**src/rtl/ccff_bitstream_loader.sv**
```systemverilog
// Serialises host configuration words LSB-first onto the configuration-chain head.
// Optional tail readback (rb_data/rb_valid) is built when CCFF_READBACK_EN is defined.
module ccff_bitstream_loader #(
    parameter int CHAIN_LEN = 256,
    parameter int WORD_W    = 8,
    parameter int CNT_W     = $clog2(CHAIN_LEN + 1)
) (
    input  logic              prog_clk,
    input  logic              prog_reset,
    input  logic              start,
    input  logic              abort,
    input  logic [WORD_W-1:0] cfg_data,
    input  logic              cfg_valid,
    output logic              cfg_ready,
    output logic              ccff_head,
    output logic              ccff_shift_en,
    input  logic              ccff_tail,
    output logic              busy,
    output logic              done,
    output logic [CNT_W-1:0]  bit_count
`ifdef CCFF_READBACK_EN
    ,
    output logic [WORD_W-1:0] rb_data,
    output logic              rb_valid
`endif
);

    localparam int WC_W = $clog2(WORD_W);

    typedef enum logic [1:0] {
        IDLE,
        LOAD,
        SHIFT,
        DONE
    } state_t;

    state_t            state;
    state_t            state_next;
    logic [WORD_W-1:0] shreg;
    logic [WC_W-1:0]   word_cnt;
    logic              last_bit;
    logic              word_end;
    logic              start_load;

    assign last_bit   = (bit_count == CNT_W'(CHAIN_LEN - 1));
    assign word_end   = (word_cnt == WC_W'(WORD_W - 1));
    assign start_load = start && !abort && (state == IDLE || state == DONE);
    assign ccff_head  = ccff_shift_en && shreg[0];

    // NOTE: every output of this block gets a default first, so no path can infer a latch.
    always_comb begin
        state_next    = state;
        cfg_ready     = 1'b0;
        ccff_shift_en = 1'b0;
        busy          = 1'b0;
        done          = 1'b0;
        case (state)
            IDLE: if (start) state_next = LOAD;
            LOAD: begin
                busy      = 1'b1;
                cfg_ready = 1'b1;
                if (cfg_valid) state_next = SHIFT;
            end
            SHIFT: begin
                busy          = 1'b1;
                ccff_shift_en = 1'b1;
                if (last_bit)      state_next = DONE;
                else if (word_end) state_next = LOAD;
            end
            DONE: begin
                done = 1'b1;
                if (start) state_next = LOAD;
            end
            default: state_next = IDLE;
        endcase
        // Abort freezes the chain in the very cycle it is raised.
        if (abort) begin
            state_next    = IDLE;
            cfg_ready     = 1'b0;
            ccff_shift_en = 1'b0;
            done          = 1'b0;
        end
    end

    // NOTE: sequential state uses non-blocking assignments so every register samples pre-edge values.
    always_ff @(posedge prog_clk) begin
        if (prog_reset) begin
            state     <= IDLE;
            shreg     <= '0;
            word_cnt  <= '0;
            bit_count <= '0;
        end else begin
            state <= state_next;
            if (start_load)
                bit_count <= '0;
            else if (ccff_shift_en && bit_count != CNT_W'(CHAIN_LEN))
                bit_count <= bit_count + 1'b1;
            if (cfg_ready && cfg_valid) begin
                shreg    <= cfg_data;
                word_cnt <= '0;
            end else if (ccff_shift_en) begin
                shreg    <= shreg >> 1;
                word_cnt <= word_cnt + 1'b1;
            end
        end
    end

`ifdef CCFF_READBACK_EN
    logic [WORD_W-1:0] rb_acc;
    logic [WORD_W-1:0] rb_acc_next;
    logic [WC_W-1:0]   rb_cnt;

    always_comb begin
        rb_acc_next         = rb_acc;
        rb_acc_next[rb_cnt] = ccff_tail;
    end

    // Accumulator restarts from zero after each emission, which zero-pads a short final word.
    always_ff @(posedge prog_clk) begin
        if (prog_reset) begin
            rb_acc   <= '0;
            rb_cnt   <= '0;
            rb_data  <= '0;
            rb_valid <= 1'b0;
        end else begin
            rb_valid <= 1'b0;
            if (abort || start_load) begin
                rb_acc <= '0;
                rb_cnt <= '0;
            end else if (ccff_shift_en) begin
                if (rb_cnt == WC_W'(WORD_W - 1) || last_bit) begin
                    rb_data  <= rb_acc_next;
                    rb_valid <= 1'b1;
                    rb_acc   <= '0;
                    rb_cnt   <= '0;
                end else begin
                    rb_acc <= rb_acc_next;
                    rb_cnt <= rb_cnt + 1'b1;
                end
            end
        end
    end
`else
    logic unused_tail;
    assign unused_tail = ccff_tail;
`endif

endmodule

```
**config.mk**
```make
export PLATFORM = sky130hd
export DESIGN_NAME = ccff_bitstream_loader
export DESIGN_NICKNAME = d
export VERILOG_FILES = /design/src/rtl/ccff_bitstream_loader.sv
export SDC_FILE = /design/constraint.sdc
export NUM_CORES = 1
export LEC_CHECK = 0
export ABC_CLOCK_PERIOD_IN_PS = 2150
export BUFFER_PORTS_ARGS = -buffer_cell sky130_fd_sc_hd__buf_2
export CORE_MARGIN = 4
export CORE_UTILIZATION = 45
export DETAILED_ROUTE_END_ITERATION = 8
export PLACE_DENSITY = 0.68
export SLEW_MARGIN = 25
export SYNTH_ARGS = -nofsm -noshare
export SYNTH_HDL_FRONTEND = slang
export SYNTH_SLANG_ARGS = --single-unit
```
**constraint.sdc**
```tcl
create_clock -name prog_clk -period 2.15 [get_ports prog_clk]
set_input_delay 0.43 -clock prog_clk [delete_from_list [all_inputs] [get_ports prog_clk]]
set_output_delay 0.43 -clock prog_clk [all_outputs]
set_load 0.01 [all_outputs]
```
# Word level (Yosys, flattened, before mapping)

Cells that the tools add are included.

Register bits: 22
Input bits: 14
Output and inout port bits: 14
Word-level logic and storage cells: 44

Add/subtract/negate cells: 2
Equal/unequal tests: 9
Muxes and demuxes: 14
Reduce and logical (&&, ||, !) cells: 15

Operators with widths:

| kind                                          | count |
|---|---|
| two-way mux 8 bit                             | 2 |
| OR reduction 2 bit                            | 5 |
| adder 9 x 1 -> 9 bit, second input constant   | 1 |
| == test 9 x 8 -> 1 bit, second input constant | 1 |
| != test 9 bit, second input constant          | 1 |
| two-way mux 2 bit                             | 4 |
| two-way mux 1 bit                             | 7 |
| one-hot mux 2 bit (3 select lines)            | 1 |
| logical AND 1 bit                             | 5 |
| == test 2 bit, second input constant          | 2 |
| adder 3 x 1 -> 3 bit, second input constant   | 1 |
| == test 3 bit, second input constant          | 1 |
| != test 3 bit, second input constant          | 1 |
| AND reduction 3 bit                           | 1 |
| == test 2 x 1 -> 1 bit, second input constant | 1 |
| zero test 2 bit                               | 1 |
| != test 2 x 1 -> 1 bit, second input constant | 1 |
| != test 2 bit, second input constant          | 1 |
| nonzero test 2 bit                            | 1 |
| zero test 1 bit                               | 1 |
| logical OR 1 bit                              | 1 |

# Longest topological paths before layout

Gate-level depths: netlist of the first run.

Depth in word-level cells: 5
Mapped depth: 7
Depth with buffers taken out: 7

# Worst setup path after synthesis of the first run

No wires, ideal clock.

Path type: register to output
From: reg state[0]
To: out ccff_head
Arrival time: 1.210 ns
Data required time: 1.720 ns
Setup slack: 0.510 ns
Cell stages (with the launch flop): 7
Path buffers: 1
Path through: dfxtp_1 > inv_1 > ha_1 > nand2b_4 > inv_1 > buf_4 > and2_1

Cells in the longest elaborated chain, start to end: 4

Ends and longest elaborated chain:

| element                | RTL line | source |
|---|---|---|
| start, declared        | 37       | `state_t state;` |
| start signal, assigned | 93       | `state <= state_next;` |
| == test 2 bit          | 57       | `case (state)` |
| two-way mux 1 bit      | 57       |  |
| two-way mux 1 bit      | 77       | `if (abort) begin` |
| via ccff_shift_en      | 16       | `output logic ccff_shift_en,` |
| logical AND 1 bit      | 48       | `assign ccff_head = ccff_shift_en && shreg[0];` |
| end, declared          | 15       | `output logic ccff_head,` |

The timed path passes the listed nets, and every way through them passes these cells.

# Worst setup path after layout of the first run

From: reg state[0]
To: out ccff_head

Cells in the longest elaborated chain, start to end: 4

Ends and longest elaborated chain:

| element           | RTL line |
|---|---|
| == test 2 bit     | 57 |
| two-way mux 1 bit | 57 |
| two-way mux 1 bit | 77 |
| logical AND 1 bit | 48 |

Every way passes these cells.

==> flow_summary.toml, run 1 <==
[yosys]
avgSynthCellArea_um2 = 8.43
synth_top_area_share_pct = 37.6
synth_area_leaders = "dfxtp_1 38%, ha_1 8.5%, nand2_1 6.4%, a311oi_1 6.0%, a21oi_1 3.8%"
yosysMostFrequentCell = "dfxtp_1"
synthesis.nets = 161
synth_cell_types = 31
async_flop_share_pct = 0
ys_warn_count = 0
synth_top_area_cell = "dfxtp_1"
synth_edf_count = 0
ys_seq_elements = 22
syn_area_um2 = 1170
synth_seq_area_share_pct = 37.6
yosys-top-cells-count = "22 x dfxtp_1, 20 x nand2_1, 10 x inv_1, 9 x a21oi_1, 9 x nor2_1"
synth_cells = 139
ys.flop_type = "dfxtp_1"

[placed_design]
portBuffers = 26
dpl-instance-area_um2 = 1330
place_ws_ns = 0.431
gp_congestion = 0.797
hpwlAfterDp_mm = 1.85
place_inst = 192

[critical_path]
path_max_fanout = 7
max_stage_delay_ns = 0.40
crit_path_cell_trace = "inv_1 -> ha_1 -> nand2b_4 -> inv_1 -> and2_1 -> buf_2"
cp.arrival_ns = 1.58
critPathLaunchType = "register"
end_kind = "primary output"
cp_top_family = "flip-flops"
cp_num_buf_inv = 3
worstSetupPathType = "register to primary output"
cp.required_ns = 1.72
cp_common_cell = "inv_1"
crit_slowest_cell = "dfxtp_1"

[final_layout]
synthToLayoutAreaGrowth_pct = 20.2
fin_area_um2 = 1410
drive_gt1_share_pct = 21.8
antenna_cells = 0
fin_nets = 193
stdcell_count = 200

[detailed_routing]
drt_wl_total_mm = 2.67
routedWlPerCell_um = 13.4
viasPerCell = 5.69
first_pass_iters = 4
antenna_left = 0
drtIter0Drc = 64
drcViolationCount = 0
vias = 1138

[sta]
tightest_slew_ns = 0.627
max_freq_mhz = 499
postLayoutSetupSlackWorst_ns = 0.145
finalHoldViolCount = 0
setup_viol = 0
drv_slew = 0
post-route-period-util_pct = 93.3
finalCriticalPeriod_ns = 2.01
fin_setup_tns_ns = 0
maxSlewHeadroom_pct = 57.6
fin_skew_ns = 0.00191
rsz0062_at_grt = "false"

[pwr]
internal_power_w = 0.000641
power_switching_w = 0.000190
power_density_nw_per_um2 = 590
combPwrFrac_pct = 10.1
p_seq_share_pct = 50.7
p_clk_share_pct = 39.1
p_leak_nw = 0.583
vdd_drop_max_mv = 0.359
swShare_pct = 22.8

[cts]
cts_made_buffers = 3
worstSkewPairLatency_ns = 0.32
cts_tree = "done"
clock-sinks = 22
cts.root.buffer_cell = "clkbuf_4"
post_cts_resized = 0
clkTransAtPathRegs_ns = 0.13
htreeDepth = 1
cts_buffer_depth = 2

[grt]
grt_pass1_wl_mm = 4.22
grtUsageTotal_pct = 15.9
antenna_found_initial = 0
grt_pass1_vias = 968
grt_max_degree = 17
grt_overflow_total = 0

[die]
rows = 18
ios = 28
initial_core_util_pct = 47.3
die_h_um = 59.0
die_area_um2 = 3490
design.core.area_um2 = 2480
fp.dieW_um = 59.0

[worst_hold_path]
hold_class = "primary input to register"

[job]
drv_cap = 0

[outcome]
status = "complete, no violations"
-- final cells by class --
type	instances	area (um2)
fill	225	1070
multi-input combinational	103	673
sequential	22	440
timing repair buffer	31	168
inverter	10	37.5
tap	30	37.5
clock inverter	1	30.0
clock buffer	3	22.5
-- worst reg2reg max path: cells and delay by family (launching register included) --
kind / cells / cell delay [ns]
AO/OA/AOI/OAI: 1 / 0.15
adder cells (fa/ha/maj): 1 / 0.34
buffers and inverters: 1 / 0.17
flip-flops: 1 / 0.40
AND/OR/NAND/NOR: 2 / 0.61
-- path summary, 6_finish.rpt --
kind / startpoint / endpoint / slack [ns] / cells past startpoint
setup / recovery: state[0] / ccff_head / 0.14 / 6
hold / removal: cfg_data[7] / shreg[7] / 0.33 / 3
setup reg to reg: state[1] / bit_count[5] / 0.42 / 5
hold reg to reg: shreg[3] / shreg[2] / 0.49 / 2
-- layer usage --
metal	up-vias	wire length, um	global-route usage [%]
met1	546	1220	19.8
li1	564	-	-
met2	23	1270	26.2
met4	0	42	6.80
met3	5	135	3.70
met5	-	0	0
-- cells in the final DEF, fill, tap and decap left out, types with 2 or more instances in the layout --
| master | instances |
|---|---|
| nand3b_1 | 4 |
| o31ai_1 | 5 |
| o21ai_0 | 2 |
| a311oi_1 | 8 |
| nor2b_1 | 5 |
| a21oi_1 | 9 |
| ha_1 | 8 |
| buf_4 | 5 |
| dfxtp_1 | 22 |
| mux2i_1 | 4 |
| nor4b_1 | 2 |
| clkbuf_4 | 3 |
| nand3_1 | 8 |
| or3_1 | 3 |
| nand2_1 | 20 |
| buf_2 | 26 |
| or4_1 | 2 |
| inv_1 | 10 |
| nor3_1 | 3 |
| nor2_1 | 9 |
-- registers in the layout (all words and copies together), names as in the netlist --
name	count
shreg	8
state	2
bit_count	9
word_cnt	3
-- power by group through the flow --
| stage | sequential [W] | combinational, W | clock, W |
|---|---|---|---|
| 2_1_floorplan | 0.000430 | 0.0000519 | 0 |
| 3_3_place_gp | 0.000430 | 0.0000774 | 0 |
| 3_5_place_dp | 0.000430 | 0.0000799 | 0 |
| 4_1_cts | 0.000422 | 0.0000818 | 0.000333 |
| 5_1_grt | 0.000423 | 0.0000929 | 0.000352 |
| 6_report | 0.000422 | 0.0000840 | 0.000325 |
-- logic make-up (layout without fill, tap and decap cells) --
group	count (synthesis)	after routing	synth area share (%)
DFF	22	22	37.6
and+or+nand+nor	63	63	28.5
AOI/OAI and AO/OA	27	27	16.2
muxes	4	4	3.42
xor gates and xnor gates	1	1	0.747
adders and majority gates	8	8	8.54
buffers and inverters	14	45	5.02
-- repair_timing --
item	4_1_cts	5_1_grt
hold buffers	0	0
setup buffers	0	4
setup endpoints to repair	0	1
-- per-stage QoR --
stage,power (W),util [%],hold slack (ns)
after floorplan,0.000482,-,0.448
after global placement,0.000508,53.5,0.458
after detailed placement,0.000510,53.5,0.466
after CTS,0.000836,55.7,0.328
after global routing,0.000868,56.9,0.323
final,0.000831,56.9,0.335
(Power assumes the default switching activity.)
==> inputs of run 2 (changes only) <==
- CORE_ASPECT_RATIO: default -> 1.25
==> flow_summary.toml, run 2 (same netlist as run 1, synthesis figures left out) <==
[pwr]
power_density_nw_per_um2 = 587
internal_power_w = 0.000640
vdd_drop_max_mv = 0.379
p_seq_share_pct = 51.1
combPwrFrac_pct = 10.1
power_switching_w = 0.000185
swShare_pct = 22.4
p_leak_nw = 0.579
p_clk_share_pct = 38.8

[detailed_routing]
drtIter0Drc = 44
viasPerCell = 5.51
routedWlPerCell_um = 13.2
drcViolationCount = 0
drt_wl_total_mm = 2.67
antenna_left = 0
first_pass_iters = 4
vias = 1113

[critical_path]
reg2reg_from = "state[0]"
r2r_cells = 6
reg2reg_to = "bit_count[5]"
reg2reg_setup_slack_ns = 0.42
cp_num_buf_inv = 3
cp_top_family = "flip-flops"
critPathLaunchType = "register"
path_max_fanout = 7
cp.arrival_ns = 1.58
cp.required_ns = 1.72
end_kind = "primary output"
cp_common_cell = "inv_1"
max_stage_delay_ns = 0.41
worstSetupPathType = "register to primary output"
crit_slowest_cell = "dfxtp_1"
crit_path_cell_trace = "inv_1 -> ha_1 -> nand2b_4 -> inv_1 -> and2_1 -> buf_2"

[worst_hold_path]
hold_path_depth = 3
worstHoldEndpoint = "shreg[7]"
hold_class = "primary input to register"
hold_start = "cfg_data[7]"

[final_layout]
mostFrequentLayoutCell = "buf_2"
synthToLayoutAreaGrowth_pct = 19.9
antenna_cells = 0
regMostFlops = "bit_count"
largest_reg_flops = 9
fin_area_um2 = 1410
drive_gt1_share_pct = 21.3
fin_nets = 192
mostFrequentLayoutCells = "26 x buf_2, 22 x dfxtp_1, 20 x nand2_1"
top_regs = "bit_count x9, shreg x8, word_cnt x3"

[outcome]
status = "complete, no violations"

[sta]
fin_skew_ns = 0.00425
max_freq_mhz = 498
finalHoldViolCount = 0
tightest_slew_ns = 0.542
post-route-period-util_pct = 93.3
fin_setup_tns_ns = 0
finalCriticalPeriod_ns = 2.01
rsz0062_at_grt = "false"
setup_viol = 0
drv_slew = 0
maxSlewHeadroom_pct = 63.3

[grt]
grt_pass1_vias = 1035
grt_max_degree = 17
antenna_found_initial = 0
grt_pass1_wl_mm = 4.46
grt_overflow_total = 0
grtUsageTotal_pct = 16.4

[cts]
cts_tree = "done"
htreeDepth = 1
clock-sinks = 22
cts_buffer_depth = 2
hold_buffers = 0
cts.root.buffer_cell = "clkbuf_4"
clkTransAtPathRegs_ns = 0.13
cts_made_buffers = 3
post_cts_resized = 0
postCtsSetupBuffers = 0
worstSkewPairLatency_ns = 0.31

[die]
ios = 28
die_area_um2 = 3490
fp.dieW_um = 53.7
initial_core_util_pct = 47.8
rows = 20
die_h_um = 65.1
design.core.area_um2 = 2450

[placed_design]
dpl-instance-area_um2 = 1330
hpwlAfterDp_mm = 1.99
gp_congestion = 0.753
portBuffers = 26

[job]
drv_cap = 0
## run 2: cell count changes in the layout (fill, tap and decap cells not counted), sizes merged
cell and delta:
buf -1
## run 2: final cells by class
class                      count  area, um2
clock buffer                   3       22.5
clock inverter                 1       30.0
multi-input combinational    103        673
sequential                    22        440
inverter                      10       37.5
tap                           33       41.3
timing repair buffer          30        160
fill                         255       1050
## run 2: worst max-delay path by stage
stage                         from         to  cells past startpoint  slack, ns
after floorplan           state[0]  ccff_head                      6       0.51
after global placement    state[0]  ccff_head                      6       0.45
after detailed placement  state[0]  ccff_head                      6       0.41
after CTS                 state[0]  ccff_head                      6       0.05
after global routing      state[0]  ccff_head                      6       0.06
final                     state[0]  ccff_head                      6       0.14
## run 2: worst register-to-register path, stage by stage, from the launching register on
cell	delay [ns]
dfxtp_1	0.37
inv_1	0.07
ha_1	0.30
nand2b_4	0.12
buf_4	0.17
or4_1	0.50
a21oi_1	0.14
## run 2: metrics by stage
stage	utilization, %	cells	power [W]	setup slack [ns]	hold WS, ns
6_report	57.3	202	0.000825	0.144	0.361
5_1_grt	57.3	202	0.000861	0.0607	0.350
3_5_place_dp	54.2	195	0.000510	0.407	0.474
4_1_cts	56.4	199	0.000828	0.0528	0.351
2_1_floorplan	-	139	0.000482	0.510	0.448
3_3_place_gp	54.2	195	0.000507	0.453	0.458
## run 2: power groups by stage
stage / clock [W] / combinational, W / sequential, W
floorplan: 0 / 0.0000519 / 0.000430
global placement: 0 / 0.0000772 / 0.000430
detailed placement: 0 / 0.0000797 / 0.000431
CTS: 0.000325 / 0.0000814 / 0.000422
global route: 0.000345 / 0.0000932 / 0.000423
finish: 0.000321 / 0.0000832 / 0.000422
## run 2: layer usage
layer,wire length (um),GRT usage (%),vias up
met5,0,0,-
li1,-,-,561
met1,1080,19.1,528
met3,116,2.07,2
met2,1450,30.5,22
met4,14,3.83,0
